==> config.mk <==
export PLATFORM = sky130hd
export DESIGN_NAME = fault_latch_bank
export DESIGN_NICKNAME = d
export VERILOG_FILES = /design/src/rtl/fault_latch_bank.sv
export SDC_FILE = /design/constraint.sdc
export NUM_CORES = 1
export LEC_CHECK = 0
export ABC_AREA = 0
export ABC_CLOCK_PERIOD_IN_PS = 3000
export BUFFER_PORTS_ARGS = -buffer_cell sky130_fd_sc_hd__buf_2
export CAP_MARGIN = 40
export CORE_MARGIN = 3
export CORE_UTILIZATION = 30
export CTS_BUF_LIST = sky130_fd_sc_hd__clkbuf_4
export CTS_CLUSTER_DIAMETER = 150
export DETAILED_ROUTE_END_ITERATION = 10
export PLACE_DENSITY_LB_ADDON = 0.08
export SLEW_MARGIN = 25
export SYNTH_ARGS = -nofsm -noshare
export SYNTH_HDL_FRONTEND = slang
export SYNTH_SLANG_ARGS = --single-unit
export TNS_END_PERCENT = 1
==> constraint.sdc <==
create_clock -name clk -period 3 [get_ports clk]
set_clock_uncertainty 0.05 [all_clocks]
set_input_delay 0.3 -clock clk [delete_from_list [all_inputs] [get_ports clk]]
set_output_delay 0.3 -clock clk [all_outputs]
set_load 0.05 [all_outputs]
==> src/rtl/fault_latch_bank.sv <==
// fault_latch_bank: per-bit sticky fault latches (level or rising-edge) with a first-event record.
// Define FAULT_LATCH_FILTER_EN to build the consecutive-cycle glitch filter on each input bit.
module fault_latch_bank #(
    parameter int unsigned WIDTH         = 32,
    parameter int unsigned FILTER_CYCLES = 1,
    parameter int unsigned TS_WIDTH      = 32,
    localparam int unsigned IDX_W        = (WIDTH > 1) ? $clog2(WIDTH) : 1
) (
    input  logic                clk,
    input  logic                resetn,
    input  logic [WIDTH-1:0]    din,
    input  logic [WIDTH-1:0]    mask,
    input  logic [WIDTH-1:0]    edge_mode,
    input  logic [WIDTH-1:0]    clear,
    input  logic                clear_all,
    output logic [WIDTH-1:0]    dout,
    output logic                any,
    output logic                first_valid,
    output logic [IDX_W-1:0]    first_idx,
    output logic [TS_WIDTH-1:0] first_ts
);

    logic [WIDTH-1:0]    q;
    logic [WIDTH-1:0]    q_prev_q, q_prev_d;
    logic [WIDTH-1:0]    latch_q, latch_d;
    logic [WIDTH-1:0]    evt;
    logic [WIDTH-1:0]    clr;
    logic [TS_WIDTH-1:0] ts_q, ts_d;
    logic                first_valid_q, first_valid_d;
    logic [IDX_W-1:0]    first_idx_q, first_idx_d;
    logic [TS_WIDTH-1:0] first_ts_q, first_ts_d;
    logic [IDX_W-1:0]    low_idx;
    logic                low_found;
    logic                take_first;

`ifdef FAULT_LATCH_FILTER_EN
    localparam int unsigned CNT_W = (FILTER_CYCLES > 1) ? $clog2(FILTER_CYCLES) : 1;
    localparam logic [CNT_W-1:0] CNT_MAX = CNT_W'(FILTER_CYCLES - 1);

    logic [WIDTH-1:0][CNT_W-1:0] cnt_q, cnt_d;

    always_comb begin
        cnt_d = '0;
        q     = '0;
        for (int unsigned i = 0; i < WIDTH; i++) begin
            if (din[i]) begin
                cnt_d[i] = (cnt_q[i] == CNT_MAX) ? CNT_MAX : cnt_q[i] + 1'b1;
            end
            q[i] = din[i] & (cnt_q[i] == CNT_MAX);
        end
    end

    always_ff @(posedge clk or negedge resetn) begin
        if (!resetn) begin
            cnt_q <= '0;
        end else begin
            cnt_q <= cnt_d;
        end
    end
`else
    always_comb begin
        q = din;
    end
`endif

    always_comb begin
        q_prev_d = q;
        // Events are gated by reset so dout stays low while resetn is asserted,
        // even for a level-mode bit whose raw input is already high.
        evt = '0;
        if (resetn) begin
            evt = mask & ((edge_mode & q & ~q_prev_q) | (~edge_mode & q));
        end
        clr     = clear_all ? '1 : clear;
        latch_d = (latch_q & ~clr) | evt;
        ts_d    = ts_q + 1'b1;
    end

    always_comb begin
        low_idx   = '0;
        low_found = 1'b0;
        for (int unsigned i = 0; i < WIDTH; i++) begin
            if (evt[i] && !low_found) begin
                low_idx   = IDX_W'(i);
                low_found = 1'b1;
            end
        end
    end

    // clear_all re-arms the record in the same cycle, so an event coincident
    // with clear_all becomes the new first event.
    always_comb begin
        take_first    = (!first_valid_q || clear_all) && (evt != '0);
        first_valid_d = first_valid_q;
        first_idx_d   = first_idx_q;
        first_ts_d    = first_ts_q;
        if (take_first) begin
            first_valid_d = 1'b1;
            first_idx_d   = low_idx;
            first_ts_d    = ts_q;
        end else if (clear_all) begin
            first_valid_d = 1'b0;
        end
    end

    always_ff @(posedge clk or negedge resetn) begin
        if (!resetn) begin
            q_prev_q      <= '1;
            latch_q       <= '0;
            ts_q          <= '0;
            first_valid_q <= 1'b0;
            first_idx_q   <= '0;
            first_ts_q    <= '0;
        end else begin
            q_prev_q      <= q_prev_d;
            latch_q       <= latch_d;
            ts_q          <= ts_d;
            first_valid_q <= first_valid_d;
            first_idx_q   <= first_idx_d;
            first_ts_q    <= first_ts_d;
        end
    end

    always_comb begin
        dout        = latch_q | evt;
        any         = |dout;
        first_valid = first_valid_q;
        first_idx   = first_idx_q;
        first_ts    = first_ts_q;
    end

endmodule

==> results of run 1 <==
==> per-stage QoR <==
step / std cells / setup TNS (ns) / setup slack [ns] / hold WS, ns / util
floorplan: 521 / 0 / 0.599 / -0.0456 / -
global placement: 1003 / 0 / 0.330 / 0.222 / 0.390
detailed placement: 1003 / 0 / 0.263 / 0.234 / 0.390
CTS: 1106 / 0 / 0.0125 / 0.00366 / 0.446
global route: 1116 / -0.0154 / -0.0154 / 0.00436 / 0.451
finish: 1116 / 0 / 0.172 / 0.0594 / 0.451
==> flip-flops by register name, summed over array words and instances, names as in the netlist <==
name / cells
first_valid: 1
first_ts: 32
q_prev_q: 32
ts_q: 32
latch_q: 32
first_idx: 5
==> power by group through the flow <==
| stage | Sequential (W) | Clock [W] | Combinational [W] |
|---|---|---|---|
| final | 0.00192 | 0.00136 | 0.000788 |
| after global routing | 0.00193 | 0.00150 | 0.000849 |
| after CTS | 0.00192 | 0.00142 | 0.000780 |
| after detailed placement | 0.00196 | 0 | 0.000698 |
| after global placement | 0.00195 | 0 | 0.000692 |
| after floorplan | 0.00202 | 0 | 0.000343 |
==> kinds of logic after synthesis <==
family,Yosys count,share of synthesized area
compound gates,67,0.0726
xor+xnor,30,0.0447
fa+ha+maj,1,0.00213
buf+inv,17,0.0179
flops,134,0.578
mux,32,0.0703
simple gates,240,0.215
==> worst max-delay path, cell delays in order, from the launching register on <==
cell     delay, ns
dfstp_2       0.53
nand2_1       0.06
and4_1        0.24
nor4_4        0.39
nand3_2       0.17
nor3_4        0.17
and3_4        0.21
nand2_2       0.05
buf_6         0.15
==> worst max path at each step <==
stage / endpoint / cells past startpoint
global placement: first_ts[8] / 8
CTS: any / 8
finish: any / 8
global route: any / 8
detailed placement: first_idx[0] / 11
floorplan: first_ts[18] / 9
==> metal layers <==
| metal | global-route usage | up-vias |
|---|---|---|
| li1 | - | 2476 |
| met1 | 0.216 | 2467 |
| met2 | 0.269 | 150 |
| met3 | 0.0505 | 10 |
| met4 | 0.0351 | 0 |
| met5 | 0 | - |
==> cell usage after synthesis (6+ instances only) <==
cell type  instances
a21o_1            21
a21oi_1           30
and3_1             6
dfrtp_1          102
dfstp_2           32
mux2_2            18
mux2_4            14
nand2_1           57
nand2b_1          13
nand3_1           37
nand4_1           15
nor2_1            54
nor3_1             7
nor4_1             9
or2_2             23
xnor2_1           23
xor2_1             7
==> what timing repair did <==
action,in CTS,in global routing
hold buffers,70,2
endpoints found under the setup margin,1,1
gates cloned,0,0
hold endpoints to repair,86,2
buffers inserted,1,6
resized for setup,1,8
pin swaps,2,7
==> layout by cell type (no fill, tap or decap), drive strengths merged, types with 13 or more instances in the layout <==
cell type	netlist	routed
buf	8	242
nand2b	13	13
nand3	39	39
clkbuf	4	17
nand4	16	16
nor4	13	13
mux2	32	32
a21oi	31	31
or2	23	23
dlygate4sd3	0	71
nand2	57	57
dfstp	32	32
a21o	21	21
nor2	54	54
dfrtp	102	102
xnor2	23	23
==> area by class of cell <==
| cell class | instances | area share |
|---|---|---|
| multi-input cells | 370 | 0.282 |
| clock buffers | 17 | 0.0149 |
| repair buffers | 313 | 0.241 |
| diodes | 2 | 0.000586 |
| inverters | 5 | 0.00220 |
| clock inverters | 15 | 0.0234 |
| flip-flops and latches | 134 | 0.397 |
| well taps | 260 | 0.0381 |
==> flow_metrics.env, run 1 <==
export IMPL_wl_met1_um=7940
export IMPL_synth_area_leaders="dfrtp_1 43%, dfstp_2 14%, nand2_1 3.6%"
export IMPL_cp_start_kind="flop"
export IMPL_core_area_um2=19000
export IMPL_area_growth_syn_to_layout_pct=45.4
export IMPL_first_pass_iters=4
export IMPL_antenna_found_initial=1
export IMPL_yosysTopAreaCell="dfrtp_1"
export IMPL_syn_num_nets=653
export IMPL_highest_layer="met4"
export IMPL_status="complete, no violations"
export IMPL_clk_pin_slew_ns=0.12
export IMPL_peakVddDrop_uv=292
export IMPL_htreeDepth=4
export IMPL_vias=5103
export IMPL_rsz0062_at_grt="true"
export IMPL_drc=0
export IMPL_route_detailed_vias_per_inst=4.57
export IMPL_fmax_ghz=0.354
export IMPL_initial_core_util=0.310
export IMPL_multi_input_comb_area_um2=2410
export IMPL_min_period_ns=2.83
export IMPL_drt_total_wl_um=17500
export IMPL_r2r_end="first_ts[23]"
export IMPL_crit_start="q_prev_q[6]"
export IMPL_gp_congestion=0.785
export IMPL_maxCapViolCount=0
export IMPL_cts_sinks=134
export IMPL_reg2reg_from="q_prev_q[6]"
export IMPL_critPathKind="reg -> out"
export IMPL_regToRegSetupSlack_ns=0.41
export IMPL_syn_area_um2=5880
export IMPL_ant_nets=0
export IMPL_placed_area_um2=7400
export IMPL_root_buffer="clkbuf_4"
export IMPL_die_y_um=146
export IMPL_share_comb_of_total_power=0.194
export IMPL_regArea_um2=3390
export IMPL_p_total_w=0.00407
export IMPL_netSwitchingPower_w=0.00120
export IMPL_clk_path_buf_depth=2
export IMPL_synth_flop_cell="dfrtp_1"
export IMPL_setup_violations=0
export IMPL_critical_path_required_ns=2.65
export IMPL_fill_cells=1875
export IMPL_pwr_share_clk=0.334
export IMPL_yosys_warnings=0
export IMPL_maxSlewHeadroom=0.585
export IMPL_synth_edf_count=0
export IMPL_hold_viol=0
export IMPL_power_density_nw_per_um2=476
export IMPL_synth_seq_cells=134
export IMPL_synthCells=521
export IMPL_grt_max_degree=42
export IMPL_worst_pin_slew_ns=0.618
export IMPL_netlist_area_leader_share=0.434
export IMPL_portBuffers=201
export IMPL_synth_cell_types=45
export IMPL_p_int_w=0.00286
export IMPL_die_area_um2=21300
export IMPL_fin_crit_sh=0.943
export IMPL_final_nets=973
export IMPL_overflow=0
export IMPL_drtIter0Drc=188
export IMPL_grt_pass1_wl_um=28000
export IMPL_r2r_cells=10
export IMPL_wl_met3_um=1120
export IMPL_finalInstanceArea_um2=8550
export IMPL_cts_tree="built"
export IMPL_io_pin_count=202
export IMPL_syn_area_per_cell_um2=11.3
export IMPL_min_path_type="in -> async"
export IMPL_slew_viol_final=0
export IMPL_wl_per_cell_um=15.7
export IMPL_async_reset_ff_frac=1.00
export IMPL_die_w_um=146
export IMPL_critPathCaptureType="primary output"
export IMPL_track_usage=0.164
export IMPL_leakagePower_nw=4.47
export IMPL_insertion_delay_ns=0.52
export IMPL_grt_pass1_vias=5435
export IMPL_dp_final_hpwl_um=12600
export IMPL_cts_buffers_inserted=17
export IMPL_ys_seq_area_frac=0.578
export IMPL_wl_met2_um=8290
export IMPL_drive_gt1_frac=0.437
export IMPL_worst_path_max_fanout=4
export IMPL_placementRows=50
export IMPL_p_seq_frac=0.472
export IMPL_arrival_ns=2.48
export IMPL_swShare=0.296
Power figures use the tool's default switching activity.
==> run 2: changes to the inputs <==
--- a/config.mk
+++ b/config.mk
@@ -6,7 +6,7 @@
 export NUM_CORES = 1
 export LEC_CHECK = 0
 export ABC_AREA = 0
-export ABC_CLOCK_PERIOD_IN_PS = 3000
+export ABC_CLOCK_PERIOD_IN_PS = 2400
 export BUFFER_PORTS_ARGS = -buffer_cell sky130_fd_sc_hd__buf_2
 export CAP_MARGIN = 40
 export CORE_MARGIN = 3
@@ -15,6 +15,7 @@
 export CTS_CLUSTER_DIAMETER = 150
 export DETAILED_ROUTE_END_ITERATION = 10
 export PLACE_DENSITY_LB_ADDON = 0.08
+export SKIP_LAST_GASP = 1
 export SLEW_MARGIN = 25
 export SYNTH_ARGS = -nofsm -noshare
 export SYNTH_HDL_FRONTEND = slang
==> constraint.sdc (replaced) <==
create_clock -name clk -period 2.4 [get_ports clk]
set_clock_uncertainty 0.05 [all_clocks]
set_input_delay 0.48 -clock clk [delete_from_list [all_inputs] [get_ports clk]]
set_output_delay 0.48 -clock clk [all_outputs]
set_load 0.05 [all_outputs]
==> flow_metrics.env, run 2 (synthesis results as in run 1) <==
export IMPL_status="finished, violations left"
export IMPL_violations="negative setup slack"
export IMPL_clk_path_buf_depth=2
export IMPL_fin_crit_sh=1.17
export IMPL_final_util=0.441
export IMPL_power_density_nw_per_um2=568
export IMPL_route_detailed_vias_per_inst=4.54
export IMPL_die_w_um=146
export IMPL_setup_violations=3
export IMPL_track_usage=0.166
export IMPL_final_nets=966
export IMPL_initial_core_util=0.310
export IMPL_critPathCaptureType="primary output"
export IMPL_drt_total_wl_um=17400
export IMPL_min_period_ns=2.81
export IMPL_reg2reg_from="q_prev_q[13]"
export IMPL_tns_ns=-0.561
export IMPL_core_area_um2=19000
export IMPL_cts_tree="built"
export IMPL_hold_viol=0
export IMPL_critPathKind="reg -> out"
export IMPL_netSwitchingPower_w=0.00150
export IMPL_worst_pin_slew_ns=0.751
export IMPL_grt_pass1_wl_um=27900
export IMPL_maxSlewHeadroom=0.499
export IMPL_numPlacedInstances=1041
export IMPL_drive_gt1_frac=0.487
export IMPL_cts_sinks=134
export IMPL_insertion_delay_ns=0.53
export IMPL_area_growth_syn_to_layout_pct=42.1
export IMPL_maxCapViolCount=0
export IMPL_layout_common_cells="199 x buf_2, 102 x dfrtp_1, 72 x buf_4"
export IMPL_share_comb_of_total_power=0.208
export IMPL_placementRows=50
export IMPL_vias=5022
export IMPL_ant_nets=0
export IMPL_antenna_found_initial=1
export IMPL_cp_start_kind="flop"
export IMPL_min_path_type="in -> async"
export IMPL_r2r_end="first_idx[1]"
export IMPL_htreeDepth=4
export IMPL_regToRegSetupSlack_ns=-0.15
export IMPL_rsz0062_at_grt="true"
export IMPL_grt_pass1_vias=5361
export IMPL_p_int_w=0.00324
export IMPL_arrival_ns=2.28
export IMPL_clk_pin_slew_ns=0.12
export IMPL_critical_path_required_ns=1.87
export IMPL_grt_max_degree=60
export IMPL_r2r_cells=9
export IMPL_pwr_share_clk=0.285
export IMPL_fin_ws_ns=-0.412
export IMPL_io_pin_count=202
export IMPL_overflow=0
export IMPL_die_y_um=146
export IMPL_final_common_cell="buf_2"
export IMPL_instances_no_fill=1107
export IMPL_p_seq_frac=0.507
export IMPL_wl_per_cell_um=15.7
export IMPL_first_pass_iters=6
export IMPL_die_area_um2=21300
export IMPL_gp_congestion=0.796
export IMPL_slew_viol_final=0
export IMPL_cts_buffers_inserted=17
export IMPL_root_buffer="clkbuf_4"
export IMPL_dp_final_hpwl_um=13400
export IMPL_dp_slack_ns=-0.296
export IMPL_peakVddDrop_uv=288
export IMPL_drtIter0Drc=168
export IMPL_leakagePower_nw=4.44
export IMPL_portBuffers=201
export IMPL_drc=0
export IMPL_fmax_ghz=0.356
export IMPL_worst_path_max_fanout=2
export IMPL_swShare=0.316
-- run 2: cell types whose count changed in the layout (fill, tap and decap cells not counted), moves of 3 or more --
cell	previous run	this run
dlygate4sd3_1	71	31
bufinv_16	4	1
buf_4	39	72
a21oi_1	30	25
a21oi_2	1	5
-- run 2: repair_timing --
item	4_1_cts	5_1_grt
buffers inserted	4	0
endpoints found under the setup margin	46	58
hold buffers	31	0
endpoints found under the hold margin	41	0
gates resized for setup	11	0
pin swaps	10	1
-- run 2: final cells by class --
cell class,instances,area [µm²]
Fill cell,1902,10600
Clock inverter,14,111
Timing Repair Buffer,306,1910
Inverter,5,18.8
Multi-Input combinational cell,370,2460
Clock buffer,17,128
Antenna cell,1,2.50
Sequential cell,134,3390
Tap cell,260,325
-- run 2: how the worst max path moves through the flow --
| stage | from | to | cells after the start |
|---|---|---|---|
| 2_1_floorplan | resetn | first_ts[18] | 11 |
| 3_3_place_gp | resetn | first_ts[7] | 11 |
| 3_5_place_dp | resetn | first_ts[8] | 11 |
| 4_1_cts | q_prev_q[4] | any | 7 |
| 5_1_grt | q_prev_q[6] | any | 8 |
| 6_report | q_prev_q[6] | any | 8 |
-- run 2: through the flow --
stage	total power, W	area [µm²]	hold slack [ns]
3_3_place_gp	0.00338	7740	0.333
4_1_cts	0.00484	8350	0.0138
3_5_place_dp	0.00338	7740	0.333
5_1_grt	0.00502	8350	0.0268
6_report	0.00474	8350	0.0741
2_1_floorplan	0.00297	5930	0.134
-- run 2: routing by layer --
metal  wire, µm  vias up  share of wire  GRT usage
met5          0        -              0          0
met2       8020      147           0.46      0.257
met1       8090     2417           0.46      0.225
met3       1180       11          0.068     0.0536
met4        139        0         0.0080     0.0423
li1           -     2447              -          -
-- run 2: critical path, cell delays in order, from the launching register on --
cell and delay, ns:
dfstp_2 0.55, nand2_2 0.05, and4_4 0.17, nor4_4 0.18, nand3_2 0.18, nor3_4 0.21, and3_4 0.22, nand2_4 0.05
buf_8 0.15
-- run 2: power by group through the flow --
| stage | sequential, W | clock [W] | combinational (W) |
|---|---|---|---|
| global route | 0.00242 | 0.00154 | 0.00107 |
| finish | 0.00240 | 0.00135 | 0.000985 |
| detailed placement | 0.00244 | 0 | 0.000941 |
| floorplan | 0.00253 | 0 | 0.000436 |
| CTS | 0.00240 | 0.00143 | 0.00100 |
| global placement | 0.00244 | 0 | 0.000936 |
